===== src/rtl/alu_share_arb_pkg.sv =====
// alu_pkg: shared ALU opcodes, arbiter FSM states and datapath widths.
package alu_pkg;
  localparam int DATA_W = 32;
  localparam int SEL_W = 4;
  localparam int ALU_OP_MAX = 4;
  typedef enum logic [3:0] {ADD = 4'd0, SUB = 4'd1, AND = 4'd2, OR = 4'd3, XOR = 4'd4} alu_op_e;
  typedef enum logic [1:0] {IDLE, EXEC, RESP} arb_state_e;
endpackage


===== src/rtl/alu_share_arb_rr_arbiter.sv =====
// rr_arbiter: combinational round-robin pick, lowest index at or above ptr wins with wrap.
module rr_arbiter #(
  parameter int NUM_REQ = 4,
  parameter int IW = $clog2(NUM_REQ)
) (
  input  logic [NUM_REQ-1:0] req,
  input  logic [IW-1:0]      ptr,
  output logic [NUM_REQ-1:0] gnt,
  output logic [IW-1:0]      gnt_idx,
  output logic               any_req
);
  always_comb begin
    gnt_idx = '0;
    gnt = '0;
    any_req = |req;
    for (int k = NUM_REQ - 1; k >= 0; k--)
      if (req[(int'(ptr) + k) % NUM_REQ]) gnt_idx = IW'((int'(ptr) + k) % NUM_REQ);
    gnt[gnt_idx] = any_req;
  end
endmodule


===== src/rtl/alu_share_arb.sv =====
// alu_share_arb: round-robin sharing of one external ALU; define ALU_SEL_CHECK_EN
// to flag selects above the last opcode with rsp_err and bypass the ALU cycle.
module alu_share_arb #(
  parameter int NUM_REQ = 4,
  parameter int DATA_W = alu_pkg::DATA_W,
  parameter int SEL_W = alu_pkg::SEL_W
) (
  input  logic                       clk,
  input  logic                       rst_n,
  input  logic [NUM_REQ-1:0]         req_valid,
  output logic [NUM_REQ-1:0]         req_ready,
  input  logic [NUM_REQ*SEL_W-1:0]   req_sel,
  input  logic [NUM_REQ*DATA_W-1:0]  req_a,
  input  logic [NUM_REQ*DATA_W-1:0]  req_b,
  output logic [SEL_W-1:0]           alu_sel,
  output logic [DATA_W-1:0]          alu_reg1,
  output logic [DATA_W-1:0]          alu_reg2,
  input  logic [DATA_W-1:0]          alu_out,
  output logic [NUM_REQ-1:0]         rsp_valid,
  input  logic [NUM_REQ-1:0]         rsp_ready,
  output logic [DATA_W-1:0]          rsp_data,
  output logic                       rsp_err,
  output logic                       busy
);
  import alu_pkg::*;
  localparam int IW = $clog2(NUM_REQ);
  arb_state_e state;
  logic [IW-1:0] rr_ptr, g, gnt_idx;
  logic [NUM_REQ-1:0] gnt;
  logic any_req;
  logic [SEL_W-1:0] w_sel;
  rr_arbiter #(.NUM_REQ(NUM_REQ), .IW(IW)) u_arb (
    .req(req_valid), .ptr(rr_ptr), .gnt(gnt), .gnt_idx(gnt_idx), .any_req(any_req)
  );
  assign w_sel = req_sel[gnt_idx*SEL_W +: SEL_W];
  // rst_n gating keeps req_ready low while reset is held, even with requests pending
  assign req_ready = (state == IDLE && rst_n) ? gnt : '0;
  assign busy = state != IDLE;
`ifndef ALU_SEL_CHECK_EN
  assign rsp_err = 1'b0;
`endif
  always_ff @(posedge clk or negedge rst_n) begin
    if (!rst_n) begin
      state <= IDLE;
      rr_ptr <= '0;
      g <= '0;
      alu_sel <= '0;
      alu_reg1 <= '0;
      alu_reg2 <= '0;
      rsp_data <= '0;
      rsp_valid <= '0;
`ifdef ALU_SEL_CHECK_EN
      rsp_err <= 1'b0;
`endif
    end else begin
      case (state)
        IDLE: if (any_req) begin
          g <= gnt_idx;
`ifdef ALU_SEL_CHECK_EN
          if (w_sel > SEL_W'(ALU_OP_MAX)) begin
            rsp_data <= '0;
            rsp_err <= 1'b1;
            rsp_valid <= gnt;
            state <= RESP;
          end else begin
            alu_sel <= w_sel;
            alu_reg1 <= req_a[gnt_idx*DATA_W +: DATA_W];
            alu_reg2 <= req_b[gnt_idx*DATA_W +: DATA_W];
            state <= EXEC;
          end
`else
          alu_sel <= w_sel;
          alu_reg1 <= req_a[gnt_idx*DATA_W +: DATA_W];
          alu_reg2 <= req_b[gnt_idx*DATA_W +: DATA_W];
          state <= EXEC;
`endif
        end
        EXEC: begin
          rsp_data <= alu_out;
`ifdef ALU_SEL_CHECK_EN
          rsp_err <= 1'b0;
`endif
          rsp_valid <= NUM_REQ'(1) << g;
          state <= RESP;
        end
        RESP: if (|(rsp_valid & rsp_ready)) begin
          rr_ptr <= (g == IW'(NUM_REQ - 1)) ? '0 : g + 1'b1;
          rsp_valid <= '0;
          state <= IDLE;
        end
        default: state <= IDLE;
      endcase
    end
  end
endmodule

===== config.mk =====
export PLATFORM = sky130hd
export DESIGN_NAME = alu_share_arb
export DESIGN_NICKNAME = d
export VERILOG_FILES = /design/src/rtl/alu_share_arb_pkg.sv /design/src/rtl/alu_share_arb_rr_arbiter.sv /design/src/rtl/alu_share_arb.sv
export SDC_FILE = /design/constraint.sdc
export NUM_CORES = 1
export LEC_CHECK = 0
export ABC_AREA = 1
export CAP_MARGIN = 5
export CORE_AREA = 2 2 164 166
export CTS_CLUSTER_DIAMETER = 100
export DETAILED_ROUTE_END_ITERATION = 12
export DIE_AREA = 0 0 166 168
export SLEW_MARGIN = 0
export SYNTH_ARGS = -nofsm -noshare
export SYNTH_HDL_FRONTEND = slang
export SYNTH_HIERARCHICAL = 1
export SYNTH_SLANG_ARGS = --single-unit

===== constraint.sdc =====
create_clock -name clk -period 2.15 [get_ports clk]
set_input_delay 0.3225 -clock clk [delete_from_list [all_inputs] [get_ports clk]]
set_output_delay 0.3225 -clock clk [all_outputs]
set_load 0.1 [all_outputs]

==> reports/qor.csv <==
stage;metric;value;unit
clock_network;hold_buffers;0;
grt;grt_first_pass_wirelength;44.8;mm
worst_setup_path;path_delay_family;simple AND/OR/NAND/NOR gates;
routing;drc;0;
yosys;synth_common_cells;nand2_1, nor2_1, dfrtp_1;
grt;grt_antenna_before_repair;0;
worst_setup_path;cp.required;1830;ps
clock_network;cts_tree;built;
yosys;syn_nets;1351;
clock_network;cts.sinks;110;
sta;setup_viol;71;
routing;wirelength;31.7;mm
sta;rsz0062_at_grt;true;
die;ios;424;
yosys;yosysMostFrequentCell;nand2_1;
grt;grt_max_degree;111;
routing;wire_per_inst;17.3;um
die;initial_core_util;0.254;
worst_setup_path;start_kind;flip-flop;
layout;final_design_area_no_fill;12500;um2
yosys;synth_area_leaders;dfrtp_1, nand2_1, nor2_1;
grt;grt_pass1_vias;8039;
sta;period_share;1.10;
layout;final_nets;1801;
sta;min_period;2360;ps
die;coreArea;26400;um2
run;cap_violations;0;
worst_setup_path;slowest_delay;480;ps
clock_network;worstSkewPairLatency;370;ps
sta;tightest_slew;646;ps
yosys;yosysTopAreaCell;dfrtp_1;
placement;place_inst;1785;
clock_network;cts-root-buf;clkbuf_16;
status;status;complete, but fails checks;
die;die_w;166;um
yosys;yosysSeqAreaShare;0.411;
die;rows;60;
placement;placed_cell_area;11400;um2
yosys;syn_area;6700;um2
sta;clock_skew;16.4;ps
yosys;synth_flop_cell;dfrtp_1;
clock_network;cts.path.max_buffers;2;
layout;fin_cells;1829;
sta;fmax;0.423;GHz
clock_network;clk_pin_slew;100;ps
yosys;synth_edf_count;0;
sta;max-slew-margin-rel;0.569;
placement;place_ws;-443;ps
clock_network;htreeDepth;3;
sta;fin_ws;-213;ps
status;failed_checks;negative setup slack;
routing;num_vias;8331;
worst_hold_path;holdCritPathClass;in2async;
layout;area_growth;87.4;%
routing;vias_per_cell;4.55;
grt;grt_usage;0.202;
clock_network;cts_buffers;9;
layout;fillers;2665;
routing;first_iter_violations;446;
sta;slew_violations;0;
die;die_h;168;um
worst_setup_path;cp_num_buf_inv;4;
sta;report.final.hold_viol_count;0;
grt;grt_overflow;0;
worst_setup_path;path_class;reg2out;
worst_setup_path;crit_arrival;2040;ps
worst_setup_path;crit_slowest_cell;dfrtp_2;
worst_setup_path;crit_chain;buf_6 > nand2_4 > nand3_4 > inv_2 > nor2_2 > nand2_1 > nand2_1 > nand2_2 > nand2_4 > nor2_1 > inv_1 > nor2_4 > buf_12;
placement;portBuffers;422;
routing;drtPass1Iterations;4;
worst_setup_path;r2r-start;rr_ptr[0]$_DFFE_PN0P_;
yosys;yosys_warnings;6;
layout;diodes;0;
placement;dp_hpwl;22.2;mm
worst_setup_path;path_max_fanout;5;
yosys;ys_ff_latch;110;
worst_setup_path;worst_setup_path_end_kind;output pin;
die;die_area;27900;um2
yosys;ys_async_sr_fraction;1.00;
yosys;avgSynthCellArea;6.48;um2
yosys;synth.distinct_cells;24;
worst_setup_path;startpoint;rr_ptr[0]$_DFFE_PN0P_;
placement;gp_congestion;0.855;
yosys;syn_inst;1033;
routing;antenna_left;0;
yosys;synth_top_area_frac;0.411;
layout;drive_above_1_share;0.196;
cell usage in the layout, fill, tap and decap left out, drive strengths merged:
| cell | netlist | routed |
|---|---|---|
| nand2 | 451 | 451 |
| clkdlybuf4s50 | 0 | 312 |
| nor2 | 219 | 219 |
| buf | 49 | 181 |
| dfrtp | 110 | 110 |
| o21ai | 75 | 75 |
| nand3 | 46 | 46 |
| o211ai | 32 | 32 |
| inv | 25 | 28 |
| clkbuf | 17 | 20 |
| clkinv | 0 | 4 |
| ha | 4 | 4 |
| a21oi | 2 | 2 |
| o31ai | 1 | 1 |
| conb | 1 | 1 |
| bufbuf | 0 | 1 |
| nand4 | 1 | 1 |
final timing paths:
check / depth (start not counted) / slack, ps / end
worst max register to register: 17 / -110 / alu_reg1[16]$_DFFE_PN0P_
max in group asynchronous: 2 / 1550 / rr_ptr[0]$_DFFE_PN0P_
worst min register to register: 2 / 480 / rsp_data[19]$_DFFE_PN0P_
worst min-delay path: 2 / 90 / alu_reg2[20]$_DFFE_PN0P_
min in group clk: 2 / 480 / rsp_data[19]$_DFFE_PN0P_
worst max-delay path: 13 / -210 / req_ready[0]
what timing repair did:
action,4_1_cts,5_1_grt
gates resized for setup,27,103
pin swaps,6,22
setup buffers,8,4
setup endpoints to repair,72,72
gates cloned,1,15
metal layers:
layer / track usage / routed length, um / vias to the layer above / share of wire
li1: - / - / 4133 / -
met2: 0.364 / 15700 / 329 / 0.50
met3: 0.0590 / 2380 / 40 / 0.075
met5: 0 / 0 / - / 0
met1: 0.235 / 12900 / 3829 / 0.41
met4: 0.0514 / 714 / 0 / 0.023
stage by stage:
step | util | TNS (ps) | hold slack [ps]
after global placement | 0.433 | -13710 | 456
final | 0.476 | -4930 | 86.2
after CTS | 0.453 | -807 | 140
after detailed placement | 0.433 | -16560 | 461
after global routing | 0.476 | -14070 | 136
after floorplan | - | 0 | 26.9
worst reg2reg max path, delay by kind of cell (launching register included):
| family | cells | cell delay [ps] |
|---|---|---|
| flip-flops | 1 | 480 |
| AND/OR/NAND/NOR | 10 | 750 |
| buffers and inverters | 7 | 960 |
kinds of logic after synthesis:
group           synth area share
compound gates            0.0951
fa+ha+maj                0.00748
buf+inv                   0.0678
other cells             0.000560
simple gates               0.418
flops                      0.411
area by class of cell:
class,count,area [um2],area share
clock buffers,9,225,0.0179
inverters,25,116,0.00927
repair buffers,505,5150,0.411
flip-flops and latches,110,2760,0.220
clock inverters,7,104,0.00828
well taps,341,427,0.0340
multi-input cells,832,3770,0.300
state kept, by name, indices dropped and copies added, names as in the netlist:
name	flops
alu_reg1	32
alu_reg2	32
alu_sel	4
g	2
rr_ptr	2
rsp_data	32
rsp_valid	4
state	2
Power is left out: the tool's default activity adds up to more than one toggle a clock period on the data nets, which glitch-free logic cannot reach.
==> edit 1: new RTL, same settings <==
The option `ALU_SEL_CHECK_EN` is turned on by a define.
--- a/src/rtl/alu_share_arb.sv
+++ b/src/rtl/alu_share_arb.sv
@@ -1,5 +1,7 @@
 // alu_share_arb: round-robin sharing of one external ALU; define ALU_SEL_CHECK_EN
 // to flag selects above the last opcode with rsp_err and bypass the ALU cycle.
+`define ALU_SEL_CHECK_EN
+
 module alu_share_arb #(
   parameter int NUM_REQ = 4,
   parameter int DATA_W = alu_pkg::DATA_W,
Behaviour: not the same (a bounded check fails within 4 cycles, from zero or initial values and one cycle with rst_n low).
==> edit 1 against the original RTL <==
- the flow still finishes with violations (negative setup slack)
- final area down 0.75%
- area after synthesis rose by 5.3%
- sequential cell count grew 1
- synthesized cell count fell by 1.4%
- wire length is 3.7% higher
- global-route usage up 1.8 points
- setup slack worse by 0.12 ns
Power is not shown: default switching activity piles up to over one toggle a cycle in this logic, so the estimate is an artifact.
==> edit 1: results (changes against the original RTL) <==
R2R depth 19 (+2); #FFs+latches synth 111 (+0.91%); Synth top cells by count 302 x nand2_1, 142 x nor2_1, 136 x o21ai_0; Layout clock area frac 2.19% (-0.43 points); post-synthesis sequential area ratio 39.4% (-1.7 points); DP HPWL 24.1 mm (+8.5%); first-pass iteration count of the detailed router 7 (+3); ant diodes 3 (+3); Cell Count, Final, Fillers Out 1792 (-2.0%); worst slew pin tran 0.628 ns (-0.0175 ns); CLK BUF 10 (+1); Net Count, Synth 1341 (-0.74%); largest net degree at the start of global routing 112 (+0.90%); worst path arrival time 2.72 ns (+0.68 ns); Post-Syn Instances 1019 (-1.4%); Fill cells 2598 (-2.5%); dpl ws -0.743 ns (-0.300 ns); I/O Buffers 423 (+0.24%); Critical R2R Capture alu_reg2[4]; CTS Buffer Depth 2 (unchanged); Wirelength per Cell 18.4 um (+5.9%); nonclk buf count 501 (-0.79%); multiplexer share of the synthesized area 0.160% (+0.16 points); DR vias/cell 4.91 (+7.7%); first-pass GRT wire length 48.7 mm (+8.8%); Final WS setup -0.332 ns (-0.119 ns); initial DRC count 679 (+52%); CP max FO 8 (+3); failing checks negative setup slack; Adder-Cell Fraction of Synth Area 1.42% (+0.67 points); setup violators final 110 (+55%); root buffer cell clkbuf_16; Area contributors post-synth dfrtp_1 39%, nand2_1 16%, o21ai_0 9.7%; Reg clk slew, reported paths 0.08 ns (-0.02 ns); post-CTS setup buffers 10 (+2); Final non-clock buffer share 39.4% (-1.7 points); Seq/total area 22.3% (+0.37 points); Clock Skew 0.00882 ns (-0.00763 ns); Cell variety after synth 26 (+8.3%); initial antenna violation count 3 (+3); multi-input gate share of total cell area 31.6% (+1.6 points); status finished, violations left; die area 27900 um2 (unchanged); clk_lat worst skew 0.35 ns (-0.02 ns); share of cells above drive strength 1 18.0% (-1.5 points); vias in the first global route 8475 (+5.4%); hold_buf cts 0 (unchanged); multi-input gates 792 (-4.8%); Post-CTS Resized 43 (+59%); Compound-Gate Fraction of Synth Area 16.2% (+6.7 points); Global Route Usage Sum 21.9% (+1.8 points); CTS tree done; invs w/o clock 28 (+12%); Final Wtd Congestion 0.814 (-4.7%)
## edit 1: changes by cell type after synthesis, moves of 38 or more
cell,delta
nand4_1,+67
nand2_1,-145
o22ai_1,+64
o21ai_0,+63
clkbuf_1,+38
nor2_1,-74
## edit 1: worst reg2reg max path, stage by stage, from the launching register on
cell and delay (ns):
dfrtp_2 0.48, buf_6 0.16, nand3_2 0.06, nand2_2 0.07, nor2_2 0.12, nand2_1 0.09, nand2_1 0.08, nand2_2 0.06
nand2_4 0.13, buf_6 0.13, nand3_1 0.09, nand2_2 0.11, nand2_4 0.07, nand2_4 0.08, buf_6 0.10, nand4_4 0.08
buf_12 0.19, clkbuf_16 0.17, nand2_1 0.06, nand2_1 0.05
## edit 1: worst max-delay path by stage
stage,start,to,slack (ns),cells after the start
floorplan,state[0],req_ready[0],-0.24,6
global placement,req_valid[1],rsp_data[13],-0.69,18
detailed placement,req_valid[1],rsp_data[13],-0.74,18
CTS,rr_ptr[0],req_ready[1],-0.28,14
global route,rr_ptr[0],alu_reg2[29],-0.45,20
finish,rr_ptr[0],alu_reg2[4],-0.33,19
## edit 1: stage by stage
| step | cell area (um2) | hold WS (ns) | util (%) | TNS [ns] |
|---|---|---|---|---|
| after floorplan | 7080 | 0.0269 | - | -1.31 |
| after global placement | 11700 | 0.453 | 44.4 | -69.47 |
| after detailed placement | 11700 | 0.460 | 44.4 | -73.64 |
| after CTS | 12200 | 0.113 | 46.3 | -20.48 |
| after global routing | 12500 | 0.121 | 47.3 | -42.02 |
| final | 12500 | 0.0763 | 47.3 | -28.42 |
## edit 1: per-layer routing
metal  vias to the layer above  wire, um  global-route usage [%]
met1                      4080     13500                    27.2
met2                       366     16100                    37.1
met3                        51      2380                    5.83
met4                         0       868                    7.18
li1                       4298         -                       -
met5                         -         0                       0
==> edit 2: new RTL, config.mk and constraints unchanged <==
Made on the original files. Encoding of `arb_state_e`: now one-hot (3 bits for 3 states).
--- a/src/rtl/alu_share_arb_pkg.sv
+++ b/src/rtl/alu_share_arb_pkg.sv
@@ -4,6 +4,6 @@
   localparam int SEL_W = 4;
   localparam int ALU_OP_MAX = 4;
   typedef enum logic [3:0] {ADD = 4'd0, SUB = 4'd1, AND = 4'd2, OR = 4'd3, XOR = 4'd4} alu_op_e;
-  typedef enum logic [1:0] {IDLE, EXEC, RESP} arb_state_e;
+  typedef enum logic [2:0] {IDLE = 3'b001, EXEC = 3'b010, RESP = 3'b100} arb_state_e;
 endpackage
 
Behaviour: same outputs for any inputs over 4 cycles, from zero or initial values and one cycle with rst_n low; so few cycles prove little.
==> edit 2 against the original RTL <==
- the flow still finishes with violations (negative setup slack)
- setup slack better by 0.033 ns
- area after synthesis up 3.7%
- non-clock buffer count up 3
- final area up 11%
- sequential cell count up 1
- clock skew down 0.0051 ns
- sequential share of layout area down 2.1 points
- wire length up 10%
- final cell count up 2.4%
- worst hold slack worse by 0.060 ns
- critical endpoint unchanged
Power is not shown: default switching activity piles up to over one toggle a cycle in this logic, so the estimate is an artifact.
==> edit 2: results (changes against the original RTL) <==
Reg clk slew, reported paths 0.08 ns (-0.02 ns); DR vias/cell 4.73 (+3.8%); Largest regs alu_reg1: 32 flops, alu_reg2: 32 flops, rsp_data: 32 flops; ant diodes 0 (unchanged); CP top delay family simple AND/OR/NAND/NOR gates; H-tree levels 3 (unchanged); Post-Syn Instances 1075 (+4.1%); DP HPWL 21.8 mm (-1.5%); routed wire length 34.9 mm (+10%); I/O Buffers 422 (unchanged); CP peak stage delay 0.46 ns (-0.02 ns); Worst Hold Class primary input to asynchronous set/reset pin; Final Wtd Congestion 0.917 (+7.3%); CTS Buffer Depth 2 (unchanged); vias in the first global route 7942 (-1.2%); clk_lat worst skew 0.35 ns (-0.02 ns); initial antenna violation count 1 (+1); Net Count, Synth 1393 (+3.1%); post-synthesis sequential area ratio 40.0% (-1.1 points); Startpoint Class flip-flop; setup violators final 63 (-11%); worst path arrival time 2.01 ns (-0.03 ns); RR Startpoint rr_ptr[0]; DP Cell Count 1809 (+1.3%); Final WS setup -0.180 ns (+0.0330 ns); CP max FO 4 (-1); Clock Skew 0.0113 ns (-0.00510 ns); status finished, violations left; synthesis warning total 6 (unchanged); share of cells above drive strength 1 30.6% (+11 points); Wirelength per Cell 18.6 um (+7.4%); first-pass GRT wire length 44.4 mm (-0.85%); root buffer cell clkbuf_16; cts bufs inserted 9 (unchanged); asr flop ratio synth 100% (unchanged); Synth top cells by count 451 x nand2_1, 217 x nor2_1, 110 x dfrtp_1; slowest stage cell on the critical path dfrtp_2; largest net degree at the start of global routing 112 (+0.90%); Area contributors post-synth dfrtp_1 40%, nand2_1 24%, nor2_1 12%; first-pass iteration count of the detailed router 4 (unchanged); Fill cells 2490 (-6.6%); Cell variety after synth 25 (+4.2%); Detail Route Antenna Nets 0 (unchanged); initial DRC count 384 (-14%); failing checks negative setup slack; R2R depth 14 (-3); Global Route Usage Sum 20.3% (+0.10 points); worst slew pin tran 0.685 ns (+0.0396 ns)
-- edit 2: cell count changes after synthesis, sizes merged, moves of 3 or more --
cell and change:
inv +34, o21ai +33, nand3 -29, buf +3, nand2 +3
-- edit 2: area by class of cell --
cell class	count	share of cell area, %
clock buffers	10	1.64
clock inverters	6	0.385
inverters	59	1.88
multi-input cells	837	33.5
flip-flops and latches	111	19.9
well taps	341	3.05
repair buffers	508	39.6
-- edit 2: what timing repair did --
action | 4_1_cts | 5_1_grt
endpoints found under the setup margin | 69 | 72
buffers inserted | 6 | 10
pin swaps | 16 | 195
cloned | 3 | 28
gates resized for setup | 39 | 404
-- edit 2: worst reg2reg max path, stage by stage (launching register included) --
cell and delay, ns:
dfrtp_2 0.46, buf_6 0.15, nand2_4 0.08, nand3_2 0.09, nand2_2 0.09, nand3_4 0.11, nand3_4 0.12, nand2_8 0.08
buf_12 0.16, buf_12 0.16, clkbuf_16 0.19, o211ai_1 0.17, nand2_1 0.15, nand2_1 0.10, nand2_1 0.05
-- edit 2: stage by stage --
| stage | TNS (ns) | setup slack, ns | hold slack [ns] | utilization (%) | cell area, um2 |
|---|---|---|---|---|---|
| 4_1_cts | -3.73 | -0.144 | 0.0988 | 45.4 | 12000 |
| 6_report | -2.98 | -0.180 | 0.0259 | 53.0 | 14000 |
| 3_3_place_gp | -17.44 | -0.362 | 0.464 | 43.3 | 11400 |
| 2_1_floorplan | 0 | 0.0537 | 0.0269 | - | 6980 |
| 3_5_place_dp | -20.31 | -0.385 | 0.466 | 43.3 | 11400 |
| 5_1_grt | -11.33 | -0.286 | 0.106 | 53.0 | 14000 |
-- edit 2: metal layers --
layer	vias up	track usage, %	share of wire (%)
li1	4239	-	-
met3	57	5.43	7.4
met4	2	5.97	2.6
met2	370	36.4	52
met5	-	0	0.037
met1	4185	23.7	38
-- edit 2: path summary, 6_finish.rpt --
check | end | slack [ns]
max reg2reg | alu_reg1[5] | -0.12
min | alu_reg1[6] | 0.03
max | req_ready[0] | -0.18
min in group clk | alu_reg1[22] | 0.48
min reg2reg | alu_reg1[22] | 0.48
max in group asynchronous | alu_reg1[11] | 1.56
-- edit 2: kinds of logic after synthesis --
family | Yosys count | share of synthesized area [%]
flip-flops | 111 | 40.0
buffers and inverters | 127 | 9.89
other | 1 | 0.0540
AO/OA/AOI/OAI | 141 | 11.4
adder cells (fa/ha/maj) | 4 | 0.721
AND/OR/NAND/NOR | 691 | 37.9
